$ cat src/rtl/alu_ccr_seq.sv
// Sequenced ALU: the result is registered one cycle after acceptance and the
// condition codes are settled over the next two cycles (N/C/V, then Z).
module alu_ccr_seq #(
  parameter int         op_size = 4,
  parameter logic [3:0] c_mask  = 4'b1000,
  parameter logic [3:0] v_mask  = 4'b0100,
  parameter logic [3:0] n_mask  = 4'b0010,
  parameter logic [3:0] z_mask  = 4'b0001
) (
  input  logic               clk,
  input  logic               rst_n,
  input  logic               start,
  input  logic [1:0]         op,
  input  logic [op_size-1:0] A,
  input  logic [op_size-1:0] B,
  output logic               busy,
  output logic               done,
  output logic [op_size-1:0] R,
  output logic [3:0]         CCR
);

  // state    | meaning
  // IDLE     | waiting for start; R/CCR hold
  // CALC     | latched operands produce R
  // FLAG_NCV | N from R; C/V for ADD/SUB only
  // FLAG_Z   | Z from R; done pulse follows
  typedef enum logic [1:0] {IDLE, CALC, FLAG_NCV, FLAG_Z} state_t;

  localparam int msb = op_size - 1;

  state_t             state, state_nxt;
  logic [op_size-1:0] a_q, b_q, res;
  logic [1:0]         op_q;
  logic [op_size:0]   sum_ext, dif_ext;
  logic [3:0]         ccr_nxt;
  logic               accept, ld_r, ld_ncv, ld_z, ovf_add, ovf_sub;

  function automatic logic [3:0] put_flag(input logic [3:0] v, input logic [3:0] m,
                                          input logic b);
    return b ? (v | m) : (v & ~m);
  endfunction

  always_ff @(posedge clk or negedge rst_n) begin
    if (!rst_n) state <= IDLE;
    else        state <= state_nxt;
  end

  always_comb begin
    state_nxt = state;
    case (state)
      IDLE:     if (start) state_nxt = CALC;
      CALC:     state_nxt = FLAG_NCV;
      FLAG_NCV: state_nxt = FLAG_Z;
      FLAG_Z:   state_nxt = IDLE;
      default:  state_nxt = IDLE;
    endcase
  end

  always_comb begin
    busy   = (state != IDLE);
    accept = (state == IDLE) && start;
    ld_r   = (state == CALC);
    ld_ncv = (state == FLAG_NCV);
    ld_z   = (state == FLAG_Z);
  end

  always_comb begin
    sum_ext = {1'b0, a_q} + {1'b0, b_q};
    dif_ext = {1'b0, a_q} - {1'b0, b_q};
    case (op_q)
      2'b00:   res = a_q & b_q;
      2'b01:   res = a_q | b_q;
      2'b10:   res = sum_ext[msb:0];
      default: res = dif_ext[msb:0];
    endcase
  end

  // Overflow is judged against the registered R, which is stable by FLAG_NCV.
  always_comb begin
    ovf_add = (a_q[msb] == b_q[msb]) && (R[msb] != a_q[msb]);
    ovf_sub = (a_q[msb] != b_q[msb]) && (R[msb] != a_q[msb]);
    ccr_nxt = CCR;
    if (ld_ncv) begin
      ccr_nxt = put_flag(ccr_nxt, n_mask, R[msb]);
      if (op_q == 2'b10) begin
        ccr_nxt = put_flag(ccr_nxt, c_mask, sum_ext[op_size]);
        ccr_nxt = put_flag(ccr_nxt, v_mask, ovf_add);
      end else if (op_q == 2'b11) begin
        ccr_nxt = put_flag(ccr_nxt, c_mask, dif_ext[op_size]);
        ccr_nxt = put_flag(ccr_nxt, v_mask, ovf_sub);
      end
    end
    if (ld_z) ccr_nxt = put_flag(ccr_nxt, z_mask, (R == '0));
  end

  always_ff @(posedge clk or negedge rst_n) begin
    if (!rst_n) begin
      a_q  <= '0;
      b_q  <= '0;
      op_q <= '0;
      R    <= '0;
      CCR  <= '0;
      done <= 1'b0;
    end else begin
      if (accept) begin
        a_q  <= A;
        b_q  <= B;
        op_q <= op;
      end
      if (ld_r) R <= res;
      CCR  <= ccr_nxt;
      done <= ld_z;
    end
  end

endmodule

$ cat config.mk
export PLATFORM = sky130hd
export DESIGN_NAME = alu_ccr_seq
export DESIGN_NICKNAME = d
export VERILOG_FILES = /design/src/rtl/alu_ccr_seq.sv
export SDC_FILE = /design/constraint.sdc
export NUM_CORES = 1
export LEC_CHECK = 0
export ABC_AREA = 0
export CAP_MARGIN = 10
export CORE_AREA = 2 2 52 54
export DETAILED_ROUTE_END_ITERATION = 16
export DIE_AREA = 0 0 54 56
export DONT_BUFFER_PORTS = 1
export HOLD_SLACK_MARGIN = 0.06
export PLACE_DENSITY = 0.72
export SLEW_MARGIN = 30
export SYNTH_ARGS = -nofsm -noshare
export SYNTH_HDL_FRONTEND = slang
export SYNTH_SLANG_ARGS = --single-unit
$ cat constraint.sdc
create_clock -name clk -period 1.7 [get_ports clk]
set_input_delay 0.17 -clock clk [delete_from_list [all_inputs] [get_ports clk]]
set_output_delay 0.17 -clock clk [all_outputs]
set_load 0.1 [all_outputs]
### After elaboration in Yosys (flattened, before gate mapping)

Cells that the tools add are included.

* flip-flop bits (word level): 21
* input bits: 13

* add/sub/neg operators: 2
* equal/unequal tests: 10
* mux-type cells: 13
* bitwise logic cells: 2
* reductions and logical operators: 8

Operators with widths (count)
* two-way mux 4 bit: 5
* case mux 4 bit (3 select lines): 1
* equality test 2 bit (second input constant): 4
* case mux 2 bit (4 select lines): 1
* two-way mux 3 bit: 2
* adder 4 x 4 -> 5 bit: 1
* subtractor 4 x 4 -> 5 bit: 1
* bitwise AND 4 bit: 1
* equality test 2 x 1 -> 1 bit (second input constant): 2
* zero test 2 bit: 2
* zero test 4 bit: 1
* two-way mux 2 bit: 2
* OR 4 bit: 1
* nonzero test 2 bit: 2
* logical AND 1 bit: 3
* two-way mux 1 bit: 2
* != test 1 bit: 2
* != test 2 bit (second input constant): 1
* equality test 1 bit: 1

### Logic depth before layout (Yosys ltp)

Gate-level depths: netlist of run 1.

* depth in word-level cells: 7
* gate-level depth with buffers: 7

### Worst setup path after synthesis of run 1

OpenSTA, ideal clock, no wires.

* path kind: reg-to-reg
* start: register state[0]
* end: register state[1]
* setup time: 0.125 ns
* data arrival time: 1.714 ns
* data required time: 1.575 ns
* path slack: -0.138 ns
* cell stages (with the launch flop): 6
* clock period less this slack: 1.838 ns
* cells stage by stage: dfrtp_1 > inv_1 > ha_1 > inv_1 > nor2_1 > mux2_2

* word-level cells in the longest chain between the ends: 2
* elaborated cells between the ends (all ways): 6
* classes of those cells: 4 x eq/ne; 1 x mux; 1 x reduce/logical

RTL lines
* from (decl): RTL line 31 `state_t state, state_nxt;`
* from (signal assigned): RTL line 45 `else state <= state_nxt;`
* equality test 2 bit (tied with other cells): RTL line 50 `case (state)`
* case mux 2 bit (4 select lines) / != test 2 bit (equally long branches)

Parallel ways exist; a longest one is shown, timed or not.
A chain may end at the register's enable or synchronous reset.

### Worst setup path after layout of run 1

* start: register b_q[0]
* end: register R[1]

* word-level cells in the longest chain between the ends: 2
* elaborated cells between the ends (all ways): 3
* classes of those cells: 2 x add/sub; 1 x mux

RTL lines
* from (decl): RTL line 32 `logic [op_size-1:0] a_q, b_q, res;`
* from (signal assigned): RTL line 99 `b_q <= '0;`
* from (signal assigned): RTL line 107 `b_q <= B;`
* subtractor 4 x 4 -> 5 bit / adder 4 x 4 -> 5 bit (equally long branches): RTL line 69, 68
* case mux 4 bit (3 select lines) *: RTL line 70 `case (op_q)`
* to (signal assigned): RTL line 110 `if (ld_r) R <= res;`
* to (decl): RTL line 18 `output logic [op_size-1:0] R,`

Every way passes the cells marked *; elsewhere a longest branch is shown, timed or not.

==> flow_metrics.env, run 1 <==
export IMPL_min_delay_path_class="primary input to flip-flop"
export IMPL_crit_chain="ha_2 > inv_2 > fa_2 > mux4_2 > mux2i_1"
export IMPL_end_kind="flip-flop"
export IMPL_wl_per_cell_um=13.7
export IMPL_fin_skew_ps=8.36
export IMPL_yosys_warnings=0
export IMPL_initial_core_util=0.542
export IMPL_post_synth_num_cell_types=29
export IMPL_avgSynthCellArea_um2=10.9
export IMPL_r2r_setup_slack_ps=-70
export IMPL_utilization=0.697
export IMPL_hold_depth=2
export IMPL_fin_setup_tns_ps=-107
export IMPL_hp_start="start"
export IMPL_ant_nets=0
export IMPL_grt_overflow=0
export IMPL_arrival_ps=2020
export IMPL_ctsLongestPathBuffers=2
export IMPL_fill_cells=185
export IMPL_place_hpwl_um=1880
export IMPL_die_h_um=56
export IMPL_clock_latency_ps=310
export IMPL_drv_cap=0
export IMPL_r2r_end="R[1]"
export IMPL_slowest_delay_ps=450
export IMPL_holdPathEnd="state[0]"
export IMPL_synth_fp_nets=153
export IMPL_drt_wl_total_um=2510
export IMPL_tightest_slew_ps=469
export IMPL_numPortBuffers=0
export IMPL_cp_slowest_cell="dfrtp_1"
export IMPL_r2r_start="b_q[0]"
export IMPL_drc=0
export IMPL_seq_area_frac_synth=0.399
export IMPL_dieArea_mm2=0.00302
export IMPL_grt_usage=0.187
export IMPL_fmax_ghz=0.564
export IMPL_dr_pass1_iters=4
export IMPL_violations="negative setup slack"
export IMPL_drive_gt1_frac=0.359
export IMPL_die_x_um=54
export IMPL_cts_root_buf="clkbuf_4"
export IMPL_required_ps=1950
export IMPL_gp_congestion=0.790
export IMPL_cts_sinks=21
export IMPL_grt_pass1_vias=974
export IMPL_cts_buffers_inserted=3
export IMPL_finish_net_count=186
export IMPL_worstRegToRegCells=5
export IMPL_grt_max_degree=22
export IMPL_crit_path_max_fanout=3
export IMPL_drt_iter0_drc=9
export IMPL_status="finished with violations"
export IMPL_htreeDepth=1
export IMPL_viasPerCell=5.31
export IMPL_insertedDiodeCount=0
export IMPL_maxSlewViolCount=0
export IMPL_relSlewSlack=0.687
export IMPL_core_rowCount=18
export IMPL_ioPinCount=23
export IMPL_period_share=1.04
export IMPL_num_vias=972
export IMPL_ys_ff_latch=21
export IMPL_fin_ws_ps=-71.7
export IMPL_finalCriticalPeriod_ps=1770
export IMPL_grt_pass1_wl_um=4170
export IMPL_netlist_instances=121
export IMPL_cp_start_kind="flip-flop"
export IMPL_cts_tree="done"
export IMPL_rsz0062_at_grt="yes"
export IMPL_crit_type="flip-flop to flip-flop"
export IMPL_finalSetupViolCount=2
export IMPL_path_clk_slew_ps=120
export IMPL_syn_area_mm2=0.00132
export IMPL_antenna_found_initial=0
export IMPL_core_mm2=0.00243
export IMPL_syn2layout_area_growth_pct=28.7
export IMPL_timing_hold_violations_final=0
-- kinds of logic (layout without fill, tap and decap cells) --
logic type               after synthesis  after routing  synth area share
AO/OA/AOI/OAI                         19             19            0.0845
AND/OR/NAND/NOR                       23             23            0.0950
buffers and inverters                 20             52            0.0655
adder cells (fa/ha/maj)               19             19             0.192
XOR/XNOR                               2              2            0.0133
multiplexers                          17             17             0.151
flip-flops                            21             21             0.399
-- worst max-delay path, delay by kind of cell (launching register included) --
family,cells,cell delay [ps]
adders and majority gates,2,630
muxes,2,570
DFF,1,450
buffers and inverters,1,50
-- flip-flops by register name (all words and copies together) (netlist names) --
signal / flops
op_q: 2
a_q: 4
R: 4
b_q: 4
CCR: 4
done: 1
state: 2
-- timing repair --
action | 4_1_cts | 5_1_grt
pin swaps | 1 | 2
resized for setup | 5 | 7
endpoints found under the setup margin | 2 | 4
buffers inserted | 3 | 0
hold buffers | 11 | 1
endpoints found under the hold margin | 31 | 21
-- placed cells by master, fill, tap and decap left out, types with 2 or more instances in the layout --
| master | count |
|---|---|
| mux2i_1 | 3 |
| dfrtp_1 | 21 |
| buf_4 | 19 |
| mux2_2 | 12 |
| nor3_1 | 2 |
| inv_1 | 11 |
| ha_4 | 3 |
| nand2_1 | 4 |
| fa_2 | 2 |
| ha_1 | 13 |
| a21oi_1 | 8 |
| o21bai_1 | 2 |
| inv_2 | 5 |
| dlygate4sd3_1 | 11 |
| clkbuf_4 | 3 |
| a211oi_1 | 2 |
| nor2_1 | 5 |
| o21ai_0 | 3 |
| nand2b_1 | 2 |
| nor4_1 | 2 |
-- Yosys cell counts --
master     n  share of area
buf_4      1         0.0057
a21boi_1   1         0.0057
o21ai_0    3          0.011
fa_1       2          0.030
xnor2_1    1         0.0066
buf_6      1         0.0085
o31ai_1    1         0.0057
mux4_2     1          0.017
clkbuf_1   1         0.0028
xor2_1     1         0.0066
nor2_1     6          0.017
nor4_1     2         0.0095
nor3_1     3          0.011
nand2b_1   3          0.014
nand3b_1   1         0.0057
inv_1     17          0.048
nand2_1    4          0.011
nor4b_2    1          0.011
mux2_2    13           0.11
mux2i_1    3          0.023
ha_1      17           0.16
or3_1      1         0.0048
nor2b_1    1         0.0048
dfrtp_1   21           0.40
a211oi_1   2          0.011
o22ai_1    1         0.0048
a21oi_1    9          0.034
o21bai_1   2          0.011
and2_1     1         0.0048
-- how the worst max path moves through the flow --
stage                        start  endpoint  slack, ps  cells past startpoint
after detailed placement    a_q[0]      R[1]        -50                      5
final                       b_q[0]      R[1]        -70                      5
after global placement      a_q[0]      R[1]        -10                      5
after global routing        b_q[0]      R[1]       -140                      5
after floorplan           state[1]  state[1]        -40                      5
after CTS                   b_q[0]      R[1]        -50                      5
-- layout make-up --
type                            instances  area, µm²  share of cell area
Clock buffer                            4       26.3              0.0155
Multi-Input combinational cell         80        781               0.461
Sequential cell                        21        526               0.310
Timing Repair Buffer                   31        258               0.152
Tap cell                               30       37.5              0.0221
Inverter                               17       67.6              0.0399
-- routing by layer --
metal  track usage  wire [µm]
met3        0.0242        111
met1         0.241       1060
met2         0.303       1300
met4        0.0821         33
met5             0          0
-- through the flow --
step | cells | instance area [µm²] | hold WS (ps) | worst slack (ps)
detailed placement | 164 | 1490 | -125 | -54.6
global route | 183 | 1700 | 73.3 | -136
CTS | 182 | 1660 | 65.5 | -51.5
global placement | 164 | 1490 | -125 | -10.3
finish | 183 | 1700 | 61.6 | -71.7
floorplan | 121 | 1350 | -126 | -41.3
Power of run 1 is left out: the tool's default activity adds up to more than one toggle a clock period on the data nets, which glitch-free logic cannot reach.
==> run 2, diff against run 1 <==
--- a/config.mk
+++ b/config.mk
@@ -11,7 +11,6 @@
 export DETAILED_ROUTE_END_ITERATION = 16
 export DIE_AREA = 0 0 54 56
 export DONT_BUFFER_PORTS = 1
-export HOLD_SLACK_MARGIN = 0.06
 export PLACE_DENSITY = 0.72
 export SLEW_MARGIN = 30
 export SYNTH_ARGS = -nofsm -noshare
==> run 2 against run 1 <==
Compared with the run above:
- the flow finishes with violations (negative hold slack, negative setup slack)
- core utilization fell by 0.82 points
- wire length down 0.40%
- fmax is essentially flat
- clock-buffer cell count is the same
- die area unchanged
- first-iteration DRC count decreased by 22%
- highest routed layer unchanged
==> flow_metrics.env, run 2 (synthesis results as in run 1) <==
export IMPL_finalCriticalPeriod_ps=1770
export IMPL_clock_latency_ps=310
export IMPL_timing_hold_violations_final=1
export IMPL_cts_root_buf="clkbuf_4"
export IMPL_viasPerCell=5.24
export IMPL_regArea_um2=526
export IMPL_finalSetupViolCount=2
export IMPL_grt_max_degree=22
export IMPL_syn2layout_area_growth_pct=27.2
export IMPL_finish_net_count=184
export IMPL_arrival_ps=2020
export IMPL_fin_hold_ws_ps=-2.53
export IMPL_worstRegToRegCells=5
export IMPL_ant_nets=0
export IMPL_die_h_um=56
export IMPL_dieArea_mm2=0.00302
export IMPL_dr_pass1_iters=4
export IMPL_htreeDepth=1
export IMPL_slowest_delay_ps=450
export IMPL_violations="negative hold slack, negative setup slack"
export IMPL_core_rowCount=18
export IMPL_drt_wl_total_um=2500
export IMPL_period_share=1.04
export IMPL_wl_per_cell_um=13.8
export IMPL_status="finished with violations"
export IMPL_fin_skew_ps=8.57
export IMPL_holdPathEnd="b_q[2]"
export IMPL_gp_congestion=0.790
export IMPL_grt_overflow=0
export IMPL_ctsLongestPathBuffers=2
export IMPL_initial_core_util=0.542
export IMPL_place_hpwl_um=1880
export IMPL_hp_start="B[2]"
export IMPL_cts_sinks=21
export IMPL_rsz0062_at_grt="yes"
export IMPL_tightest_slew_ps=486
export IMPL_dp_cells=164
export IMPL_layout_commonest_cell="dfrtp_1"
export IMPL_grt_pass1_vias=950
export IMPL_crit_path_max_fanout=3
export IMPL_grt_usage=0.184
export IMPL_cts_tree="done"
export IMPL_multi_input_comb_area_um2=781
export IMPL_drt_iter0_drc=7
export IMPL_r2r_end="R[1]"
export IMPL_grt_pass1_wl_um=4100
export IMPL_min_delay_path_class="primary input to flip-flop"
export IMPL_core_mm2=0.00243
export IMPL_insertedDiodeCount=0
export IMPL_hold_depth=1
export IMPL_ioPinCount=23
export IMPL_dp_slack_ps=-54.6
export IMPL_drc=0
export IMPL_die_x_um=54
export IMPL_fill_cells=190
export IMPL_r2r_setup_slack_ps=-70
export IMPL_num_vias=948
export IMPL_cp_slowest_cell="dfrtp_1"
export IMPL_drive_gt1_frac=0.364
export IMPL_drv_cap=0
export IMPL_path_clk_slew_ps=120
export IMPL_numPortBuffers=0
export IMPL_crit_chain="ha_2 > inv_2 > fa_2 > mux4_2 > mux2i_1"
export IMPL_maxSlewViolCount=0
export IMPL_r2r_start="b_q[0]"
export IMPL_crit_type="flip-flop to flip-flop"
export IMPL_utilization=0.689
export IMPL_end_kind="flip-flop"
export IMPL_mostFrequentLayoutCells="dfrtp_1 (21), buf_4 (19), ha_1 (13), mux2_2 (12), inv_1 (11)"
export IMPL_layout_cells_non_filler=181
export IMPL_cts_buffers_inserted=3
export IMPL_relSlewSlack=0.676
export IMPL_required_ps=1950
export IMPL_antenna_found_initial=0
export IMPL_fin_ws_ps=-71.7
export IMPL_fmax_ghz=0.564
export IMPL_cp_start_kind="flip-flop"
==> run 2: what timing repair did <==
action	in CTS	in global routing
setup buffers	3	0
hold buffers	6	4
resized for setup	5	7
endpoints found under the hold margin	26	24
setup endpoints to repair	2	4
pin swaps	1	2
==> run 2: worst max-delay path by stage <==
stage / from / end / slack (ps) / depth (start not counted)
after detailed placement: a_q[0] / R[1] / -50 / 5
after CTS: b_q[0] / R[1] / -50 / 5
after floorplan: state[1] / state[1] / -40 / 5
final: b_q[0] / R[1] / -70 / 5
after global routing: b_q[0] / R[1] / -140 / 5
after global placement: a_q[0] / R[1] / -10 / 5
==> run 2: cell type report <==
type                       instances  area share
clock buffer                       4      0.0157
inverter                          17      0.0403
sequential                        21       0.314
multi-input combinational         80       0.466
timing repair buffer              29       0.142
tap                               30      0.0224
==> run 2: critical path: cells and delay by family, from the launching register on <==
| kind | cells | cell delay, ps |
|---|---|---|
| flops | 1 | 450 |
| mux | 2 | 570 |
| fa+ha+maj | 2 | 630 |
| buf+inv | 1 | 50 |
==> run 2: metal layers <==
layer  global-route usage  vias to the layer above  part of all wire
met5                    0                        -                 0
met1                0.238                      455              0.44
li1                     -                      467                 -
met2                0.298                       22              0.51
met3               0.0242                        4             0.042
met4               0.0821                        0             0.013
==> run 2: through the flow <==
stage | setup TNS (ps) | area, µm² | hold slack [ps]
floorplan | -41.3 | 1350 | -126
global placement | -10.3 | 1490 | -125
detailed placement | -101 | 1490 | -125
CTS | -86.9 | 1610 | 0.351
global route | -322 | 1680 | 2.12
finish | -106 | 1680 | -2.53
Power of run 2 is left out for the same reason.
==> patch: new RTL, settings of run 2 <==
The parameter `op_size` goes from 4 to 8.
--- a/src/rtl/alu_ccr_seq.sv
+++ b/src/rtl/alu_ccr_seq.sv
@@ -3,3 +3,3 @@
 module alu_ccr_seq #(
-  parameter int         op_size = 4,
+  parameter int         op_size = 8,
   parameter logic [3:0] c_mask  = 4'b1000,
Ports: changed (resized A, B and R); port bits go from 23 to 35. No check against the original RTL was run, so the function may have changed too.
==> patch against run 2 <==
  * The flow now stops in global placement without I/O
  * Synthesized cell count is 100% higher
  * Synthesized area is 81% higher
==> patch: results (changes against run 2) <==
.. list-table::
   :header-rows: 1

   * - Metric
     - Value
   * - Parity-gate share of the synthesized area counting xor and xnor cells
     - 2.20% (+0.87 points)
   * - Async SR Flop Fraction
     - 100% (unchanged)
   * - Synth Register Bits
     - 33 (+57%)
   * - Yosys warning total
     - 0 (unchanged)
   * - Portion of netlist area occupied by mux cells
     - 12.2% (-2.9 points)
   * - Most frequent cells after synthesis
     - 33 x sky130_fd_sc_hd__dfrtp_1, 30 x sky130_fd_sc_hd__inv_1, 29 x sky130_fd_sc_hd__ha_1
   * - Result of the run
     - aborted with a tool error
   * - Stage at which the flow ended
     - global placement without I/O
   * - Yosys top cell by area
     - sky130_fd_sc_hd__dfrtp_1
   * - Sequential share of the synthesized area
     - 34.6% (-5.3 points)
   * - Synth Area in Compound Gates
     - 16.8% (+8.3 points)
   * - Post-Synthesis Net Count
     - 294 (+92%)
   * - Post-Synthesis Mean Instance Area
     - 9.86 um2 (-9.4%)
   * - Post-synth design cell area
     - 0.00239 mm2 (+81%)
   * - Cell variety after synth
     - 49 (+69%)
   * - Area share of fa/ha/maj cells after synthesis
     - 16.9% (-2.3 points)
   * - Synth area leaders
     - sky130_fd_sc_hd__dfrtp_1 35%, sky130_fd_sc_hd__ha_1 15%, sky130_fd_sc_hd__mux2_2 10%, sky130_fd_sc_hd__inv_1 4.7%, sky130_fd_sc_hd__a21oi_1 3.1%
   * - First Error
     - [ERROR GPL-0301] Utilization 105.746 % exceeds 100%.
[patch: cell types whose count changed after synthesis, moves of 5 or more]
cell and change:
sky130_fd_sc_hd__a21oi_1 +6, sky130_fd_sc_hd__a31oi_1 +5, sky130_fd_sc_hd__buf_2 +8, sky130_fd_sc_hd__dfrtp_1 +12, sky130_fd_sc_hd__ha_1 +12, sky130_fd_sc_hd__inv_1 +13, sky130_fd_sc_hd__mux2_2 +9, sky130_fd_sc_hd__nand3_1 +5
sky130_fd_sc_hd__nor2_1 +6, sky130_fd_sc_hd__o21ai_0 +5
[patch: kinds of logic after synthesis]
kind of cell	count (synthesis)
adder cells (fa/ha/maj)	31
AND/OR/NAND/NOR	45
buffers and inverters	44
AO/OA/AOI/OAI	58
multiplexers	25
flip-flops	33
XOR/XNOR	6
